## config.mk

```make
export PLATFORM = sky130hd
export DESIGN_NAME = cp0_exc_ctrl
export DESIGN_NICKNAME = d
export VERILOG_FILES = /design/src/rtl/cp0_pkg.sv /design/src/rtl/cp0_exc_ctrl.sv
export SDC_FILE = /design/constraint.sdc
export NUM_CORES = 1
export LEC_CHECK = 0
export CAP_MARGIN = 25
export CORE_ASPECT_RATIO = 0.6
export CORE_MARGIN = 4
export CORE_UTILIZATION = 47
export DETAILED_ROUTE_END_ITERATION = 6
export GPL_ROUTABILITY_DRIVEN = 0
export PLACE_DENSITY = 0.95
export SYNTH_ARGS = -nofsm -noshare
export SYNTH_HDL_FRONTEND = slang
export SYNTH_SLANG_ARGS = --single-unit
```

## constraint.sdc

```tcl
create_clock -name clk -period 4.4 [get_ports clk]
set_input_delay 0.88 -clock clk [delete_from_list [all_inputs] [get_ports clk]]
set_output_delay 0.88 -clock clk [all_outputs]
set_load 0.03 [all_outputs]
```

## src/rtl/cp0_pkg.sv

```systemverilog
// Shared CP0 definitions: register numbers, ExcCode values and fixed pc constants.
package cp0_pkg;

  localparam logic [4:0] ADDR_SR    = 5'd12;
  localparam logic [4:0] ADDR_CAUSE = 5'd13;
  localparam logic [4:0] ADDR_EPC   = 5'd14;
  localparam logic [4:0] ADDR_PRID  = 5'd15;

  localparam logic [4:0] EXC_INT     = 5'd0;
  localparam logic [4:0] EXC_ADEL    = 5'd4;
  localparam logic [4:0] EXC_ADES    = 5'd5;
  localparam logic [4:0] EXC_SYSCALL = 5'd8;
  localparam logic [4:0] EXC_RI      = 5'd10;
  localparam logic [4:0] EXC_OV      = 5'd12;

  localparam logic [31:0] HANDLER_PC = 32'h0000_4180;
  localparam logic [31:0] RESET_PC   = 32'h0000_3000;

endpackage

```

## src/rtl/cp0_exc_ctrl.sv

```systemverilog
// M-stage CP0: holds SR/Cause/EPC, decides interrupt/exception entry and serves mfc0/mtc0/eret.
module cp0_exc_ctrl
  import cp0_pkg::*;
#(
  parameter logic [31:0] PRID_VAL = 32'h0000_0000,
  parameter int          HW_INT_W = 6
) (
  input  logic                clk,
  input  logic                rst,
  input  logic [31:0]         pc_m,
  input  logic [4:0]          exc_m,
  input  logic                slot_m,
  input  logic                eret_m,
  input  logic [HW_INT_W-1:0] hw_int,
  input  logic                we,
  input  logic [4:0]          addr,
  input  logic [31:0]         wdata,
  output logic [31:0]         rdata,
  output logic [31:0]         epc_out,
  output logic                req,
  output logic                exl
);

  logic [HW_INT_W-1:0] sr_im;
  logic                sr_exl;
  logic                sr_ie;
  logic                cause_bd;
  logic [HW_INT_W-1:0] cause_ip;
  logic [4:0]          cause_exc;
  logic [31:0]         epc;

  logic        int_req;
  logic        exc_req;
  logic [31:0] sr_word;
  logic [31:0] cause_word;

  // req is a one-cycle flush pulse with no back-pressure: every stage register
  // that sees it loads a bubble at the same edge CP0 records the entry.
  always_comb begin
    int_req = !sr_exl && sr_ie && (|(sr_im & hw_int));
    exc_req = !sr_exl && (exc_m != EXC_INT);
    req     = int_req || exc_req;
  end

  assign sr_word    = {16'b0, sr_im, 8'b0, sr_exl, sr_ie};
  assign cause_word = {cause_bd, 15'b0, cause_ip, 3'b0, cause_exc, 2'b0};
  assign exl        = sr_exl;

  always_comb begin
    rdata = 32'h0;
    case (addr)
      ADDR_SR:    rdata = sr_word;
      ADDR_CAUSE: rdata = cause_word;
      ADDR_EPC:   rdata = epc;
      ADDR_PRID:  rdata = PRID_VAL;
      default:    rdata = 32'h0;
    endcase
  end

  // Forward an in-flight mtc0 EPC so an eret right behind it needs no stall.
  assign epc_out = (we && (addr == ADDR_EPC) && !req) ? wdata : epc;

  always_ff @(posedge clk) begin
    if (rst) begin
      sr_im     <= '0;
      sr_exl    <= 1'b0;
      sr_ie     <= 1'b0;
      cause_bd  <= 1'b0;
      cause_ip  <= '0;
      cause_exc <= EXC_INT;
      epc       <= 32'h0;
    end else begin
      cause_ip <= hw_int;
      if (req) begin
        sr_exl    <= 1'b1;
        cause_bd  <= slot_m;
        epc       <= slot_m ? (pc_m - 32'd4) : pc_m;
        cause_exc <= int_req ? EXC_INT : exc_m;
      end else begin
        if (eret_m) begin
          sr_exl <= 1'b0;
        end
        if (we) begin
          case (addr)
            ADDR_SR: begin
              sr_im  <= wdata[15:10];
              sr_exl <= wdata[1];
              sr_ie  <= wdata[0];
            end
            ADDR_EPC: epc <= wdata;
            default: ;
          endcase
        end
      end
    end
  end

endmodule

```

==> out/qor.csv, run 1 <==
stage;metric;value;unit
routing;met2_length;6010;um
global_routing;grt_pass1_vias;4169;
logic_synthesis;synth_most_common_cell;dfxtp_1;
floorplan;die_width;122;um
placement;post-place-ws;0.0422;ns
clock_tree;clk_latency;0.29;ns
logic_synthesis;ys_seq_area_share;28.3;%
routing;met3_length;1290;um
clock_tree;cts_made_buffers;5;
power;ir_drop;0.254;mV
worst_hold_path;min_path_type;reg -> reg;
timing;rsz0062_at_grt;false;
timing;min_period_over_period;92.3;%
timing;fmax;246;MHz
worst_setup_path;reg2reg_depth;6;
outcome;status;complete, no violations;
floorplan;core;7450;um^2
routing;drtAntennaViolNets;0;
clock_tree;cts_hold_buffers;0;
routing;drt_iter0_markers;543;
worst_setup_path;end_kind;output pin;
routing;wl_per_cell;19.7;um
global_routing;antenna_found_initial;0;
routing;drc_errors;0;
worst_setup_path;ff2ff_setup_slack;2.42;ns
timing;fin_skew;0.00863;ns
logic_synthesis;synth_top_area_share;28.3;%
cells_and_area;drive_gt1_share;10.9;%
floorplan;start_util;49.5;%
placement;io_buffers;150;
logic_synthesis;synth_top_area_cell;dfxtp_1;
global_routing;grt_use_total;26.7;%
clock_tree;cts.clk_slew.worst_paths;0.07;ns
cells_and_area;area_growth_syn_to_layout;48.8;%
power;power_density;254;nW/um^2
routing;m1WireLength;5680;um
timing;maxSlewViolCount;0;
timing;hold_viol;0;
logic_synthesis;synth_edf_count;0;
timing;worst_slack;0.340;ns
placement;hpwl;9710;um
placement;placed_cell_area;5230;um^2
routing;routed-via-count;4033;
floorplan;die_h;76.6;um
routing;dr.pass1.iters;5;
clock_tree;clockBufferDepth;2;
logic_synthesis;yosys_warnings;0;
worst_hold_path;min_to;cause_exc[2];
global_routing;grt-ovfl-total;0;
clock_tree;root_buffer;clkbuf_16;
logic_synthesis;synth_nets;521;
clock_tree;cts_tree;done;
worst_setup_path;cp.required;3.52;ns
logic_synthesis;synthTopCellsByCount;dfxtp_1 (52), nand2_1 (39), nor2_1 (38), mux2_2 (26), nand3_1 (25);
routing;top_layer_used;met4;
timing;finalCriticalPeriod;4.06;ns
cells_and_area;multiInputGateArea;2430;um^2
logic_synthesis;synthFlopType;dfxtp_1;
flow_run;max_cap_viol_count;0;
clock_tree;cts_max_level;2;
worst_hold_path;min-delay-start;cause_exc[2];
routing;wl;13300;um
worst_setup_path;startpoint_type;primary input;
global_routing;grt_pass1_wl;20300;um
cells_and_area;nets;654;
worst_setup_path;criticalPathCategory;in -> out;
timing;holdWs;0.459;ns
floorplan;io_pins;151;
cells_and_area;design_area;5480;um^2
timing;setup_viol;0;
cells_and_area;seq_area;1040;um^2
worst_setup_path;reg2reg_from;sr_im[1];
logic_synthesis;synth.area.top_cells;dfxtp_1 (28%), mux2_2 (7.9%), a211oi_1 (4.5%), a311oi_1 (4.3%), xnor2_1 (4.3%);
timing;slew_headroom;34.4;%
logic_synthesis;synth_cell_types;54;
timing;max_slew.worst_pin.slew;0.984;ns
logic_synthesis;syn_inst;435;
worst_hold_path;whs_path_depth;2;
cells_and_area;fin_util;73.6;%
floorplan;core.rowCount;24;
floorplan;die_area;9360;um^2
logic_synthesis;avgSynthCellArea;8.47;um^2
clock_tree;post_cts_resize_count;0;
cells_and_area;diodes;0;
timing;finalSetupTns;0;ns
power;leakage;2.39;nW
logic_synthesis;ys_ff_latch;52;
worst_setup_path;crit_fanout;16;
cells_and_area;fillers;555;
logic_synthesis;synthArstFlopShare;0;%
worst_setup_path;r2r-end;epc[16];
clock_tree;postCtsSetupRepairBufs;0;
worst_setup_path;worst-endpoint-arrival;3.18;ns
global_routing;grt_max_degree;62;
logic_synthesis;synth.cell_area;3680;um^2
clock_tree;clock_sinks;52;
routing;vias_per_cell;5.99;
## registers in the layout, summed over array words and instances, names as in the netlist
name,cells
cause_bd,1
cause_ip,6
exl,1
sr_im,6
cause_exc,5
sr_ie,1
epc,32
## cells in the final DEF, fill, tap and decap left out, types with 3 or more instances in the layout
cell type / Yosys / final
nor3_1: 13 / 13
or3_1: 3 / 3
and2_1: 18 / 18
dlymetal6s2s_1: 0 / 30
a311oi_1: 18 / 18
o21ai_0: 6 / 6
nor2b_1: 7 / 7
buf_4: 2 / 9
a22o_1: 11 / 11
clkbuf_16: 0 / 5
nand4_1: 7 / 7
a211oi_1: 22 / 22
nand2_1: 39 / 39
nor2_1: 38 / 38
mux2i_1: 15 / 15
clkdlybuf4s50_1: 0 / 117
mux2_1: 8 / 8
inv_1: 5 / 5
nor4_1: 5 / 5
and3_1: 11 / 10
dfxtp_1: 52 / 52
xor2_1: 7 / 7
a21oi_1: 12 / 12
xnor2_1: 18 / 18
buf_12: 0 / 3
nand3_1: 25 / 25
mux2_2: 26 / 26
## report_power, final
group / internal [mW] / switching, mW / leakage (nW)
clock network: 0.285 / 0.175 / 0.0871
registers: 0.507 / 0.0283 / 0.431
logic: 0.187 / 0.208 / 1.87
total: 0.978 / 0.412 / 2.39
## logic make-up (layout without fill, tap and decap cells)
family                     Yosys count  after routing  share of synthesized area (%)
and+or+nand+nor                    188            188                           28.5
AOI/OAI and AO/OA                   80             80                           16.7
DFF                                 52             52                           28.3
muxes                               49             49                           14.5
buffers and inverters               40            174                           5.77
xor gates and xnor gates            25             25                           5.94
adders and majority gates            1              1                          0.340
## stage by stage
stage,power (mW),cells
after floorplan,0.747,435
after global placement,0.926,665
after detailed placement,0.939,665
after CTS,1.39,673
after global routing,1.44,673
final,1.39,673
## worst max-delay path, stage by stage
cell	delay, ns
clkdlybuf4s50_1	0.44
or4_1	0.53
nor2_1	0.14
a21o_1	0.18
inv_2	0.08
nor2_8	0.14
buf_12	0.18
mux2_1	0.34
dlymetal6s2s_1	0.25
## per-layer routing
metal,vias to the layer above,GRT usage (%)
li1,1867,-
met1,1907,34.4
met2,231,44.1
met3,28,7.20
met4,0,6.70
met5,-,0
## worst max path at each step
stage | start | to | slack, ns | cells after the start
after CTS | exc_m[2] | epc_out[16] | 0.02 | 9
after floorplan | exc_m[1] | epc_out[10] | 0.94 | 8
after global placement | exc_m[1] | epc_out[3] | 0.07 | 9
after detailed placement | exc_m[2] | epc_out[16] | 0.04 | 9
after global routing | exc_m[1] | epc_out[19] | 0.25 | 9
final | exc_m[2] | epc_out[19] | 0.34 | 9
## final cells by class
class | count | area share, %
inverters | 6 | 0.411
well taps | 104 | 2.37
repair buffers | 160 | 30.6
multi-input cells | 343 | 44.4
clock buffers | 6 | 2.53
clock inverters | 2 | 0.708
flip-flops and latches | 52 | 19.0
Note: power is estimated with default switching activity, not from simulation.
==> inputs of run 2 (changes only) <==
Settings changed: CORE_ASPECT_RATIO 0.6 to not set.
==> run 2 against run 1 <==
Compared with the run above: sequential power is essentially flat; worst hold slack gained 0.018 ns; fmax shrank 2.4%; cell count shrank 0.15%; global-route usage grew 0.35 points; sequential cell count is the same; first-iteration DRC count shrank 55%; count of clock-buffer cells in the layout is the same; critical path type unchanged; largest cell class unchanged; largest power group unchanged.
==> out/qor.csv, run 2 (synthesis results as in run 1) <==
stage;metric;value;unit
worst_setup_path;startpoint_type;primary input;
worst_setup_path;end_kind;output pin;
clock_tree;clockBufferDepth;2;
timing;maxSlewViolCount;0;
power;switching_share;31.2;%
floorplan;core.rowCount;32;
floorplan;start_util;47.9;%
cells_and_area;area_growth_syn_to_layout;47.5;%
cells_and_area;layout_common_cells;clkdlybuf4s50_1 (117), dfxtp_1 (52), nand2_1 (39), nor2_1 (38), dlymetal6s2s_1 (30);
power;power.internal;0.879;mW
power;ir_drop;0.165;mV
cells_and_area;layout_commonest_cell;clkdlybuf4s50_1;
placement;post-place-ws;0.00305;ns
cells_and_area;diodes;0;
routing;drc_errors;0;
timing;fmax;240;MHz
floorplan;io_pins;151;
floorplan;die_area;9320;um^2
cells_and_area;nets;655;
cells_and_area;largest_reg_flops;32;
global_routing;grt_use_total;27.0;%
floorplan;core;7690;um^2
routing;drtAntennaViolNets;0;
power;p_switching;0.399;mW
power;leakage;2.37;nW
global_routing;grt_pass1_vias;3997;
outcome;status;complete, no violations;
cells_and_area;top_register;epc;
timing;finalSetupTns;0;ns
floorplan;die_h;96.5;um
worst_hold_path;min_path_type;reg -> reg;
placement;hpwl;9660;um
timing;worst_slack;0.242;ns
routing;wl_per_cell;19.0;um
power;power_density;235;nW/um^2
timing;setup_viol;0;
cells_and_area;drive_gt1_share;10.9;%
global_routing;grt_max_degree;53;
clock_tree;postCtsSetupRepairBufs;0;
power;clock_power_share;27.5;%
routing;routed-via-count;4026;
routing;drt_iter0_markers;245;
clock_tree;root_buffer;clkbuf_8;
timing;finalCriticalPeriod;4.16;ns
timing;slew_headroom;33.9;%
cells_and_area;reg.largest.list;epc (32), cause_ip (6), sr_im (6);
placement;io_buffers;150;
power;p_seq_share;41.8;%
worst_setup_path;criticalPathCategory;in -> out;
clock_tree;cts_made_buffers;5;
worst_setup_path;worst-endpoint-arrival;3.28;ns
flow_run;max_cap_viol_count;0;
timing;hold_viol;0;
power;combPwrFrac;30.7;%
global_routing;antenna_found_initial;0;
global_routing;grt-ovfl-total;0;
worst_setup_path;crit_fanout;19;
clock_tree;clk_latency;0.30;ns
worst_setup_path;cp.required;3.52;ns
timing;min_period_over_period;94.5;%
routing;vias_per_cell;5.99;
routing;wl;12800;um
clock_tree;clock_sinks;52;
global_routing;grt_pass1_wl;19900;um
clock_tree;cts_hold_buffers;0;
floorplan;die_width;96.5;um
clock_tree;cts.clk_slew.worst_paths;0.10;ns
clock_tree;cts_tree;done;
timing;fin_skew;0.00832;ns
timing;max_slew.worst_pin.slew;0.992;ns
routing;dr.pass1.iters;5;
clock_tree;cts_max_level;2;
timing;rsz0062_at_grt;false;
clock_tree;post_cts_resize_count;1;
## run 2: changes by cell type in the layout (fill, tap and decap cells not counted)
cell / change
clkbuf_8: +5
dlygate4sd2_1: +1
clkbuf_16: -5
## run 2: worst max-delay path: stages
cell and delay, ns:
clkdlybuf4s50_1 0.41, or4_1 0.53, nor2_1 0.16, a21o_1 0.17
inv_2 0.07, nor2_8 0.14, buf_12 0.18, mux2_2 0.35
dlygate4sd2_1 0.36
## run 2: power groups by stage
| stage | registers (mW) | logic, mW | clock network [mW] |
|---|---|---|---|
| 3_3_place_gp | 0.542 | 0.384 | 0 |
| 4_1_cts | 0.533 | 0.396 | 0.354 |
| 2_1_floorplan | 0.535 | 0.213 | 0 |
| 3_5_place_dp | 0.544 | 0.394 | 0 |
| 6_report | 0.534 | 0.393 | 0.351 |
| 5_1_grt | 0.538 | 0.418 | 0.375 |
## run 2: metrics by stage
| stage | power [mW] | std cells | hold slack (ns) | util [%] | area (um^2) |
|---|---|---|---|---|---|
| after floorplan | 0.747 | 435 | 0.432 | - | 3680 |
| after global placement | 0.926 | 664 | 0.449 | 68.1 | 5240 |
| after detailed placement | 0.938 | 664 | 0.457 | 68.1 | 5240 |
| after CTS | 1.28 | 672 | 0.477 | 69.7 | 5360 |
| after global routing | 1.33 | 672 | 0.499 | 70.7 | 5430 |
| final | 1.28 | 672 | 0.477 | 70.7 | 5430 |
## run 2: final cells by class
class | count | area [um^2]
Inverter | 6 | 22.5
Clock inverter | 2 | 38.8
Sequential cell | 52 | 1040
Clock buffer | 6 | 82.6
Fill cell | 569 | 2260
Timing Repair Buffer | 161 | 1690
Multi-Input combinational cell | 343 | 2430
Tap cell | 102 | 128
## run 2: layer usage
layer	up-vias	global-route usage, %	part of all wire [%]
li1	1865	-	-
met1	1911	33.0	39
met2	218	48.1	51
met3	32	4.49	8.1
met4	0	8.76	2.3
met5	-	0	0
## run 2: path summary, 6_finish.rpt
kind	slack [ns]	endpoint	cells after the start	startpoint
setup / recovery	0.24	epc_out[25]	9	exc_m[1]
setup reg to reg	2.43	epc[7]	6	sr_im[1]
hold reg to reg	0.48	cause_exc[2]	2	cause_exc[2]
hold / removal	0.48	cause_exc[2]	2	cause_exc[2]
